`config.mk`:
```
export PLATFORM = sky130hd
export DESIGN_NAME = decodificador_cuadratura_flat
export DESIGN_NICKNAME = d
export VERILOG_FILES = /design/src/rtl/cuadratura_pkg.sv /design/src/rtl/decodificador_cuadratura_if.sv /design/src/rtl/filtro_antirrebote.sv /design/src/rtl/decodificador_cuadratura.sv /design/src/flat_wrapper.sv
export SDC_FILE = /design/constraint.sdc
export NUM_CORES = 1
export LEC_CHECK = 0
export BUFFER_PORTS_ARGS = -buffer_cell sky130_fd_sc_hd__buf_2
export CORE_MARGIN = 2
export CORE_UTILIZATION = 56
export CTS_CLUSTER_DIAMETER = 40
export DETAILED_ROUTE_END_ITERATION = 16
export GPL_TIMING_DRIVEN = 0
export PLACE_DENSITY = 0.87
export SETUP_SLACK_MARGIN = 0.4
export SYNTH_ARGS = -nofsm -noshare
export SYNTH_HDL_FRONTEND = slang
export SYNTH_SLANG_ARGS = --single-unit
```
`constraint.sdc`:
```
create_clock -name clk -period 6 [get_ports clk]
set_input_delay 0.6 -clock clk [delete_from_list [all_inputs] [get_ports clk]]
set_output_delay 0.6 -clock clk [all_outputs]
set_load 0.05 [all_outputs]
```
`src/rtl/cuadratura_pkg.sv`:
```
`default_nettype none
// ============================================================================
// Module      : cuadratura_pkg
// Description : Shared constants and helpers for the quadrature decoder.
//               Holds the resolution-mode codes, the Gray-code phase values
//               (forward order S1->S2->S3->S4->S1), the forward-successor
//               helper and the mode-to-threshold mapping.
// Revision    : 1.0 - initial release
// ============================================================================
package cuadratura_pkg;

    localparam logic [1:0] MODO_X1 = 2'b00;
    localparam logic [1:0] MODO_X2 = 2'b01;
    localparam logic [1:0] MODO_X4 = 2'b10;

    // Phase encoding is {a,b}.
    localparam logic [1:0] S1 = 2'b00;
    localparam logic [1:0] S2 = 2'b10;
    localparam logic [1:0] S3 = 2'b11;
    localparam logic [1:0] S4 = 2'b01;

    // Quarter-steps needed for one count; the unused code 11 behaves as x4.
    function automatic logic signed [3:0] umbral(input logic [1:0] modo);
        logic signed [3:0] n;
        case (modo)
            MODO_X1: n = 4'sd4;
            MODO_X2: n = 4'sd2;
            MODO_X4: n = 4'sd1;
            default: n = 4'sd1;
        endcase
        return n;
    endfunction

    // Phase that follows 'fase' when the encoder turns forward.
    function automatic logic [1:0] sig_adelante(input logic [1:0] fase);
        logic [1:0] s;
        case (fase)
            S1:      s = S2;
            S2:      s = S3;
            S3:      s = S4;
            default: s = S1;
        endcase
        return s;
    endfunction

endpackage
`default_nettype wire

```
`src/rtl/decodificador_cuadratura_if.sv`:
```
`default_nettype none
// ============================================================================
// Module      : decodificador_cuadratura_if
// Description : Pin/position bundle of the quadrature decoder.
//               slave  : the decoder (takes a, b, modo, cargar, valor_carga,
//                        borrar_error; drives sumar, restar, posicion,
//                        direccion, error)
//               master : the surrounding logic (the opposite directions)
// Revision    : 1.0 - initial release
// ============================================================================
interface decodificador_cuadratura_if #(
    parameter int ANCHO = 16
);
    logic             a;
    logic             b;
    logic [1:0]       modo;
    logic             cargar;
    logic [ANCHO-1:0] valor_carga;
    logic             borrar_error;
    logic             sumar;
    logic             restar;
    logic [ANCHO-1:0] posicion;
    logic             direccion;
    logic             error;

    modport slave (
        input  a, b, modo, cargar, valor_carga, borrar_error,
        output sumar, restar, posicion, direccion, error
    );

    modport master (
        output a, b, modo, cargar, valor_carga, borrar_error,
        input  sumar, restar, posicion, direccion, error
    );
endinterface
`default_nettype wire

```
`src/rtl/filtro_antirrebote.sv`:
```
`default_nettype none
// ============================================================================
// Module      : filtro_antirrebote
// Description : One encoder channel: 2-FF synchroniser followed by a debounce
//               filter. The output level follows the synchronised input only
//               after it has differed for FILTRO consecutive cycles; any
//               agreement in between restarts the count.
//   clk, rst   : clock, synchronous active-high reset
//   i_entrada  : raw asynchronous channel
//   o_nivel    : filtered level
// Revision    : 1.0 - initial release
// ============================================================================
module filtro_antirrebote #(
    parameter int FILTRO = 4
) (
    input  wire logic clk,
    input  wire logic rst,
    input  wire logic i_entrada,
    output logic      o_nivel
);

    localparam int ANCHO_CNT = (FILTRO > 1) ? $clog2(FILTRO) : 1;
    localparam logic [ANCHO_CNT-1:0] c_limite = ANCHO_CNT'(FILTRO - 1);

    logic                 r_sinc1;
    logic                 r_sinc2;
    logic                 r_nivel;
    logic [ANCHO_CNT-1:0] r_cnt;

    always_ff @(posedge clk) begin
        if (rst) begin
            r_sinc1 <= 1'b0;
            r_sinc2 <= 1'b0;
            r_nivel <= 1'b0;
            r_cnt   <= '0;
        end else begin
            r_sinc1 <= i_entrada;
            r_sinc2 <= r_sinc1;
            if (r_sinc2 != r_nivel) begin
                // This cycle is the FILTRO-th consecutive disagreement.
                if (r_cnt == c_limite) begin
                    r_nivel <= r_sinc2;
                    r_cnt   <= '0;
                end else begin
                    r_cnt <= r_cnt + ANCHO_CNT'(1);
                end
            end else begin
                r_cnt <= '0;
            end
        end
    end

    assign o_nivel = r_nivel;

endmodule
`default_nettype wire

```
`src/rtl/decodificador_cuadratura.sv`:
```
`default_nettype none
// ============================================================================
// Module      : decodificador_cuadratura
// Description : Quadrature-encoder decoder with x1/x2/x4 resolution, wrapping
//               signed position, direction and sticky illegal-step flag.
//   clk, rst : clock, synchronous active-high reset
//   bus      : slave side of decodificador_cuadratura_if (pins, mode, load,
//              error clear in; count pulses, position, direction, error out)
// Revision    : 1.0 - initial release
// ============================================================================
module decodificador_cuadratura
    import cuadratura_pkg::*;
#(
    parameter int ANCHO  = 16,
    parameter int FILTRO = 4
) (
    input  wire logic                 clk,
    input  wire logic                 rst,
    decodificador_cuadratura_if.slave bus
);

    // After reset the filtered pair is adopted silently. If the pins sit at
    // 00 no filtered change ever appears, so a window slightly longer than
    // the filter latency also marks the phase as known.
    localparam int ANCHO_ARR = $clog2(FILTRO + 3);
    localparam logic [ANCHO_ARR-1:0] c_arranque = ANCHO_ARR'(FILTRO + 2);

    logic                 w_a;
    logic                 w_b;
    logic [1:0]           w_par;
    logic [1:0]           w_dif;
    logic                 w_cambio;
    logic                 w_ilegal;
    logic                 w_valido;
    logic                 w_adelante;
    logic signed [3:0]    w_paso;
    logic signed [3:0]    w_base;
    logic signed [3:0]    w_suma;
    logic signed [3:0]    w_umbral;
    logic                 w_llega_pos;
    logic                 w_llega_neg;

    logic [1:0]           r_fase;
    logic                 r_inicializado;
    logic [ANCHO_ARR-1:0] r_arranque;
    logic signed [2:0]    r_acc;
    logic [1:0]           r_modo_ant;
    logic                 r_sumar;
    logic                 r_restar;
    logic [ANCHO-1:0]     r_posicion;
    logic                 r_direccion;
    logic                 r_error;

    filtro_antirrebote #(.FILTRO(FILTRO)) u_filtro_a (
        .clk       (clk),
        .rst       (rst),
        .i_entrada (bus.a),
        .o_nivel   (w_a)
    );

    filtro_antirrebote #(.FILTRO(FILTRO)) u_filtro_b (
        .clk       (clk),
        .rst       (rst),
        .i_entrada (bus.b),
        .o_nivel   (w_b)
    );

    always_comb begin
        w_par      = {w_a, w_b};
        w_dif      = w_par ^ r_fase;
        w_cambio   = |w_dif;
        w_ilegal   = r_inicializado && (w_dif == 2'b11);
        w_valido   = r_inicializado && ((w_dif == 2'b01) || (w_dif == 2'b10));
        w_adelante = (w_par == sig_adelante(r_fase));
        w_paso     = w_valido ? (w_adelante ? 4'sd1 : -4'sd1) : 4'sd0;
        // A mode change discards partial progress; the sum is evaluated
        // one bit wider than the stored accumulator so +4 is representable.
        w_base     = (bus.modo != r_modo_ant) ? 4'sd0 : $signed({r_acc[2], r_acc});
        w_suma     = w_base + w_paso;
        w_umbral   = umbral(bus.modo);
        w_llega_pos = w_valido && (w_suma == w_umbral);
        w_llega_neg = w_valido && (w_suma == -w_umbral);
    end

    always_ff @(posedge clk) begin
        if (rst) begin
            r_fase         <= S1;
            r_inicializado <= 1'b0;
            r_arranque     <= '0;
            r_acc          <= '0;
            r_modo_ant     <= MODO_X1;
            r_sumar        <= 1'b0;
            r_restar       <= 1'b0;
            r_posicion     <= '0;
            r_direccion    <= 1'b0;
            r_error        <= 1'b0;
        end else begin
            r_modo_ant <= bus.modo;
            r_sumar    <= w_llega_pos && !bus.cargar;
            r_restar   <= w_llega_neg && !bus.cargar;

            if (!r_inicializado) begin
                if (w_cambio) begin
                    r_fase         <= w_par;
                    r_inicializado <= 1'b1;
                end else if (r_arranque == c_arranque) begin
                    r_inicializado <= 1'b1;
                end else begin
                    r_arranque <= r_arranque + ANCHO_ARR'(1);
                end
            end else if (w_cambio) begin
                r_fase <= w_par;
            end

            if (w_valido) begin
                r_direccion <= w_adelante;
            end

            if (bus.cargar || w_ilegal || w_llega_pos || w_llega_neg) begin
                r_acc <= '0;
            end else begin
                r_acc <= w_suma[2:0];
            end

            if (bus.cargar) begin
                r_posicion <= bus.valor_carga;
            end else if (w_llega_pos) begin
                r_posicion <= r_posicion + ANCHO'(1);
            end else if (w_llega_neg) begin
                r_posicion <= r_posicion - ANCHO'(1);
            end

            // Set wins over a same-cycle clear.
            if (w_ilegal) begin
                r_error <= 1'b1;
            end else if (bus.borrar_error) begin
                r_error <= 1'b0;
            end
        end
    end

    assign bus.sumar     = r_sumar;
    assign bus.restar    = r_restar;
    assign bus.posicion  = r_posicion;
    assign bus.direccion = r_direccion;
    assign bus.error     = r_error;

endmodule
`default_nettype wire
```
`src/flat_wrapper.sv`:
```
// flat-port wrapper written by rule: the top's interface ports become plain ports
module decodificador_cuadratura_flat import cuadratura_pkg::*;
#(
    parameter int ANCHO  = 16,
    parameter int FILTRO = 4
)
  (clk, rst, bus_a, bus_b, bus_modo, bus_cargar, bus_valor_carga, bus_borrar_error, bus_sumar, bus_restar, bus_posicion, bus_direccion, bus_error);
  decodificador_cuadratura_if #(.ANCHO(ANCHO)) bus_i ();
  input  wire logic clk;
  input  wire logic rst;
  input wire logic [$bits(bus_i.a)-1:0] bus_a;
  input wire logic [$bits(bus_i.b)-1:0] bus_b;
  input wire logic [$bits(bus_i.modo)-1:0] bus_modo;
  input wire logic [$bits(bus_i.cargar)-1:0] bus_cargar;
  input wire logic [$bits(bus_i.valor_carga)-1:0] bus_valor_carga;
  input wire logic [$bits(bus_i.borrar_error)-1:0] bus_borrar_error;
  output wire logic [$bits(bus_i.sumar)-1:0] bus_sumar;
  output wire logic [$bits(bus_i.restar)-1:0] bus_restar;
  output wire logic [$bits(bus_i.posicion)-1:0] bus_posicion;
  output wire logic [$bits(bus_i.direccion)-1:0] bus_direccion;
  output wire logic [$bits(bus_i.error)-1:0] bus_error;
  assign bus_i.a = bus_a;
  assign bus_i.b = bus_b;
  assign bus_i.modo = bus_modo;
  assign bus_i.cargar = bus_cargar;
  assign bus_i.valor_carga = bus_valor_carga;
  assign bus_i.borrar_error = bus_borrar_error;
  assign bus_sumar = bus_i.sumar;
  assign bus_restar = bus_i.restar;
  assign bus_posicion = bus_i.posicion;
  assign bus_direccion = bus_i.direccion;
  assign bus_error = bus_i.error;
  decodificador_cuadratura #(.ANCHO(ANCHO), .FILTRO(FILTRO)) u_core (.clk(clk), .rst(rst), .bus(bus_i));
endmodule
```
# Word level (Yosys, flattened, before mapping)
# Cells that the tools add are included.
dict set report word_totals {
  ff_bits 41
  output_inout_bits 20
}
dict set report classes {
  n_addsub 7
  eq_ne 15
  mux 13
  bitwise_logic 6
  reduce_logical 22
}
# op count
set ops {}
lappend ops {{16-bit two-way mux} 3}
lappend ops {{16-bit by 1-bit adder with 16-bit output, second input constant} 1}
lappend ops {{16-bit by 1-bit subtractor with 16-bit output, second input constant} 1}
lappend ops {{2-bit equality test, second input constant} 6}
lappend ops {{4-bit two-way mux} 3}
lappend ops {{4-bit equality test} 2}
lappend ops {{1-bit logical AND} 6}
lappend ops {{2-bit case mux with 3 select lines} 1}
lappend ops {{3-bit case mux with 2 select lines} 1}
lappend ops {{3-bit OR reduction} 2}
lappend ops {{1-bit two-way mux} 5}
lappend ops {{1-bit NOT} 5}
lappend ops {{2-bit by 1-bit adder with 2-bit output, second input constant} 2}
lappend ops {{4-bit adder} 1}
lappend ops {{2-bit by 1-bit equality test with 1-bit output, second input constant} 2}
lappend ops {{2-bit logical NOT} 2}
lappend ops {{1-bit logical OR} 4}
lappend ops {{3-bit negation with 4-bit output} 1}
lappend ops {{2-bit AND reduction} 2}
lappend ops {{2-bit OR reduction} 2}
lappend ops {{3-bit by 1-bit adder with 3-bit output, second input constant} 1}
lappend ops {{3-bit equality test, second input constant} 1}
lappend ops {{3-bit AND reduction} 1}
lappend ops {{3-bit nonzero test} 1}
lappend ops {{6 further kinds} 7}

# Logic depth before layout (Yosys ltp)
dict set report depth {
  ltp_word 11
  depth_mapped 24
  depth_no_buf 23
}

# Cells and area by module
# From an unflattened synthesis, not the netlist that was laid out.
dict set report hier_totals {
  cells_unflattened 276
  hier_area_um2 2543.7
}
# module n_inst cells_each area_each_um2
set by_module_without_submodules {}
lappend by_module_without_submodules {decodificador_cuadratura 1 250 2205.9}
lappend by_module_without_submodules {filtro_antirrebote 2 13 168.9}

# Worst setup path before layout
# Ideal clock, no wire load.
dict set report synth_path {
  kind {reg2reg}
  from {register u_core.u_filtro_a.r_nivel, in the netlist u_core.u_filtro_a.o_nivel}
  to {register u_core.r_posicion[14], in the netlist u_core.bus.posicion[14]}
  arrival_ns 5.225
  t_required_ns 5.862
  setup_slack_ns 0.637
  path_stages_with_launch 23
  path_buffers 0
  period_less_slack_ns 5.363
  cell_sequence {dfxtp_1 xor2_1 inv_1 ha_1 nand2_1 a21o_1 inv_1 xnor2_1 ha_1 a2111oi_0 a311oi_1 o22ai_2 mux2_2 nor2_1 ha_1 nor2b_1 o21ai_0 a21oi_1 o311ai_0 a21oi_1 o21a_1 a2111oi_0 o22ai_1}
}
dict set report synth_between {
  elab_chain_len 10
  elab_cells_between_ends 16
}
# element line_no
set synth_lines {}
lappend synth_lines {{start, declared} filtro_antirrebote.sv:27} ;# logic r_nivel;
lappend synth_lines {{start signal, assigned} filtro_antirrebote.sv:42} ;# r_nivel <= r_sinc2;
lappend synth_lines {{2-bit bitwise XOR} decodificador_cuadratura.sv:70} ;# w_dif = w_par ^ r_fase;
lappend synth_lines {{2-bit by 1-bit equality test with 1-bit output or 2-bit equality test (tied branches)} decodificador_cuadratura.sv:73} ;# w_valido = r_inicializado && ((w_dif == 2'b01) || (w_dif == 2'b10));
lappend synth_lines {{1-bit logical OR} decodificador_cuadratura.sv:73}
lappend synth_lines {{1-bit logical AND} decodificador_cuadratura.sv:73}
lappend synth_lines {{4-bit two-way mux} decodificador_cuadratura.sv:75} ;# w_paso = w_valido ? (w_adelante ? 4'sd1 : -4'sd1) : 4'sd0;
lappend synth_lines {{4-bit adder} decodificador_cuadratura.sv:79} ;# w_suma = w_base + w_paso;
lappend synth_lines {{4-bit equality test} decodificador_cuadratura.sv:81} ;# w_llega_pos = w_valido && (w_suma == w_umbral);
lappend synth_lines {{1-bit logical AND} decodificador_cuadratura.sv:81}
lappend synth_lines {{16-bit two-way mux} decodificador_cuadratura.sv:127} ;# end else if (w_llega_pos) begin
lappend synth_lines {{16-bit two-way mux} decodificador_cuadratura.sv:125} ;# if (bus.cargar) begin
lappend synth_lines {{end signal, assigned} decodificador_cuadratura.sv:126} ;# r_posicion <= bus.valor_carga;
lappend synth_lines {{end signal, assigned} decodificador_cuadratura.sv:128} ;# r_posicion <= r_posicion + ANCHO'(1);
lappend synth_lines {{end signal, assigned} decodificador_cuadratura.sv:130} ;# r_posicion <= r_posicion - ANCHO'(1);
lappend synth_lines {{end, declared} decodificador_cuadratura.sv:50} ;# logic [ANCHO-1:0] r_posicion;
# Parallel ways exist; a longest one is shown, timed or not.
# A chain may end at the register's enable or synchronous reset.

# Worst setup path after layout
dict set report layout_path {
  from {register u_core.u_filtro_b.r_nivel, in the netlist u_core.u_filtro_b.o_nivel}
  to {register u_core.r_posicion[15], in the netlist u_core.bus.posicion[15]}
}
dict set report layout_between {
  elab_chain_len 10
  elab_cells_between_ends 16
}
# element line_no
set layout_lines {}
lappend layout_lines {{start, declared} filtro_antirrebote.sv:27}
lappend layout_lines {{start signal, assigned} filtro_antirrebote.sv:42}
lappend layout_lines {{2-bit bitwise XOR} decodificador_cuadratura.sv:70}
lappend layout_lines {{2-bit by 1-bit equality test with 1-bit output or 2-bit equality test (tied branches)} decodificador_cuadratura.sv:73}
lappend layout_lines {{1-bit logical OR} decodificador_cuadratura.sv:73}
lappend layout_lines {{1-bit logical AND} decodificador_cuadratura.sv:73}
lappend layout_lines {{4-bit two-way mux} decodificador_cuadratura.sv:75}
lappend layout_lines {{4-bit adder} decodificador_cuadratura.sv:79}
lappend layout_lines {{4-bit equality test} decodificador_cuadratura.sv:81}
lappend layout_lines {{1-bit logical AND} decodificador_cuadratura.sv:81}
lappend layout_lines {{16-bit two-way mux} decodificador_cuadratura.sv:127}
lappend layout_lines {{16-bit two-way mux} decodificador_cuadratura.sv:125}
# Parallel ways exist; a longest one is shown, timed or not.

==> impl_metrics.json <==
{
  "status": "finished, final reports clean",
  "clkTransAtPathRegs_ns": 0.09,
  "antenna_found_initial": 0,
  "synth-edff-count": 0,
  "place_ws_ns": -0.361,
  "seqCellArea_um2": 822,
  "num_rows": 25,
  "synthTopCellsByArea": "dfxtp_1, ha_1, mux2i_1",
  "yosys.area.top_type": "dfxtp_1",
  "clock_path_buffers": 2,
  "finalHoldViolCount": 0,
  "dr_total_vias": 2318,
  "port_buffers": 41,
  "gp_congestion": 0.892,
  "min_period_ns": 5.33,
  "ctsHoldBuffers": 0,
  "synthCells": 299,
  "die_area_um2": 5300,
  "grt_pass1_wl_um": 9540,
  "whs_ns": 0.429,
  "core_um2": 4630,
  "syn_nets": 347,
  "required_ns": 6.23,
  "htreeDepth": 2,
  "postRouteAntennaNets": 0,
  "final_area_um2": 3110,
  "maxCapViolations": 0,
  "place.detailed.hpwl_um": 4180,
  "final_nets": 403,
  "synth_top_area_share_pct": 31.0,
  "antenna_cells": 0,
  "worst_clock_skew_ns": 0.00659,
  "cp.arrival_ns": 5.55,
  "relSlewSlack_pct": 57.4,
  "die_x_um": 72.8,
  "dr.pass1.iters": 4,
  "synthArstFlopShare_pct": 0,
  "cellLeakagePower_nw": 1.50,
  "peakVddDrop_mv": 0.114,
  "cts_tree": "done",
  "grt_max_degree": 16,
  "multi_input_area_um2": 1740,
  "numCtsBuffers": 5,
  "wire_per_inst_um": 13.9,
  "crit_type": "reg -> reg",
  "wl_met2_um": 2860,
  "worst_pin_slew_ns": 0.638,
  "power_density_nw_per_um2": 205,
  "route.detailed.vias_per_inst": 5.65,
  "startpoint_type": "register",
  "synthFlopType": "dfxtp_1",
  "placedCellCount": 394,
  "end_kind": "register",
  "final_max_slew_viol_count": 0,
  "cts_root_buf": "clkbuf_8",
  "globalRoute.totalOverflow": 0,
  "initial_core_util_pct": 57.2,
  "synth-seq-cells": 41,
  "areaGrowthSynthToFinish_pct": 17.5,
  "yosysWarnings": 0,
  "grt_pass1_vias": 2132,
  "netlist_area_um2": 2650,
  "grtUsageTotal_pct": 22.7,
  "ys_seq_area_share_pct": 31.0,
  "drive_above_1_share_pct": 20.5,
  "clock_sinks": 41,
  "syn_avg_cell_area_um2": 8.86,
  "routed_wl_um": 5680,
  "clock_latency_ns": 0.30,
  "rsz0062_at_grt": "no",
  "finalNonFillerCells": 410,
  "reg2reg_slack_ns": 0.67,
  "period_share_pct": 88.8,
  "wl_met1_um": 2550,
  "fmax_ghz": 0.188,
  "fp.dieH_um": 72.8,
  "drt_iter0_markers": 88,
  "drc": 0,
  "cp_max_fo": 9,
  "nFillCells": 388,
  "top_layer_used": "met4",
  "placed_area_um2": 2920,
  "pin_count": 44,
  "setup_viol": 0,
  "wl_met3_um": 208,
  "yosysUniqueCellTypes": 51,
  "hp-class": "reg -> reg",
  "worst_slack_ns": 0.670
}
-- report_power, final --
part | total (W) | internal [W] | switching [W]
Combinational | 0.000154 | 0.0000613 | 0.0000927
Clock | 0.000190 | 0.0000847 | 0.000105
Sequential | 0.000295 | 0.000285 | 0.00000984
-- sequential cells by signal, indices dropped and copies added, names as in the netlist --
| signal | cells |
|---|---|
| u_core.bus.sumar | 1 |
| u_core.u_filtro_b.o_nivel | 1 |
| u_core.bus.error | 1 |
| u_core.bus.posicion | 16 |
| u_core.u_filtro_a.r_sinc2 | 1 |
| u_core.bus.direccion | 1 |
| u_core.r_fase | 2 |
| u_core.r_inicializado | 1 |
| u_core.r_modo_ant | 2 |
| u_core.u_filtro_b.r_cnt | 2 |
| u_core.r_acc | 3 |
| u_core.bus.restar | 1 |
| u_core.r_arranque | 3 |
| u_core.u_filtro_a.r_sinc1 | 1 |
| u_core.u_filtro_b.r_sinc2 | 1 |
| u_core.u_filtro_b.r_sinc1 | 1 |
| u_core.u_filtro_a.o_nivel | 1 |
| u_core.u_filtro_a.r_cnt | 2 |
-- final cells by class --
| cell class | count | area share [%] |
|---|---|---|
| clock inverter | 3 | 0.804 |
| timing repair buffer | 49 | 8.93 |
| tap | 54 | 2.17 |
| sequential | 41 | 26.4 |
| multi-input combinational | 233 | 55.8 |
| clock buffer | 5 | 2.21 |
| buffer | 10 | 1.85 |
| inverter | 15 | 1.81 |
-- worst max-delay path, cell delays in order, from the launching register on --
cell	delay, ns
dfxtp_1	0.30
buf_4	0.15
xnor2_1	0.23
ha_1	0.27
nand2_1	0.10
a21o_1	0.19
inv_1	0.08
xnor2_1	0.13
ha_1	0.26
a2111oi_1	0.33
a311oi_1	0.13
o22ai_2	0.36
mux2_2	0.43
nor2_4	0.18
buf_4	0.21
ha_1	0.30
a211o_1	0.31
a211oi_1	0.42
o211ai_1	0.21
o22ai_1	0.20
o21ai_0	0.14
nor2b_1	0.15
o211ai_1	0.16
-- per-layer routing --
metal,vias to the layer above,GRT usage [%]
met5,-,0
met4,0,5.76
met3,7,3.73
met2,47,40.6
met1,1091,28.2
li1,1173,-
-- stage by stage --
stage | setup TNS, ns | util, % | total power, W
final | 0 | 67.2 | 0.000639
after global routing | 0 | 67.2 | 0.000674
after floorplan | 0 | - | 0.000419
after detailed placement | -0.623 | 63.1 | 0.000453
after global placement | -0.222 | 63.1 | 0.000449
after CTS | 0 | 66.1 | 0.000642
-- placed cells by master, fill, tap and decap left out, types with 5 or more instances in the layout --
master	netlist	routed
nor2b_1	10	10
xnor2_1	17	17
o21ai_0	5	5
xor2_1	10	9
buf_4	1	8
clkbuf_1	6	6
clkbuf_8	0	5
dfxtp_1	41	40
nand2_1	23	23
inv_1	15	15
nor2_1	34	33
o21a_1	6	6
a211oi_1	12	12
mux2i_1	15	15
ha_1	23	23
a21oi_1	12	12
a21o_1	5	5
buf_2	1	42
-- path summary, 6_finish.rpt --
path / start / endpoint / cells past startpoint
worst min-delay path: u_core.u_filtro_a.r_cnt[0]$_SDFF_PP0_ / u_core.u_filtro_a.r_cnt[0]$_SDFF_PP0_ / 1
worst max-delay path: u_core.u_filtro_b.o_nivel$_SDFFE_PP0P_ / u_core.bus.posicion[15]$_SDFFE_PP0P_ / 22
worst max register to register: u_core.u_filtro_b.o_nivel$_SDFFE_PP0P_ / u_core.bus.posicion[15]$_SDFFE_PP0P_ / 22
worst min register to register: u_core.u_filtro_a.r_cnt[0]$_SDFF_PP0_ / u_core.u_filtro_a.r_cnt[0]$_SDFF_PP0_ / 1
-- cells in the mapped netlist, drive strengths merged, types with 6 or more instances --
| master | number |
|---|---|
| a211oi | 13 |
| a21oi | 12 |
| clkbuf | 6 |
| dfxtp | 41 |
| ha | 23 |
| inv | 15 |
| mux2i | 15 |
| nand2 | 23 |
| nor2 | 34 |
| nor2b | 10 |
| o21a | 6 |
| xnor2 | 17 |
| xor2 | 10 |
-- logic make-up after synthesis --
family                   count (synthesis)  synth area share (%)
AO/OA/AOI/OAI                           66                  18.4
XOR/XNOR                                27                  8.93
adder cells (fa/ha/maj)                 24                  11.6
buffers and inverters                   25                  4.30
flip-flops                              41                  31.0
multiplexers                            17                  6.66
AND/OR/NAND/NOR                         99                  19.1
-- repair_timing --
action	CTS	global route
resized for setup	2	6
buffers inserted	3	5
setup endpoints to repair	11	5
hold endpoints to repair	0	0
pin swaps	1	2
(Power assumes the default switching activity.)
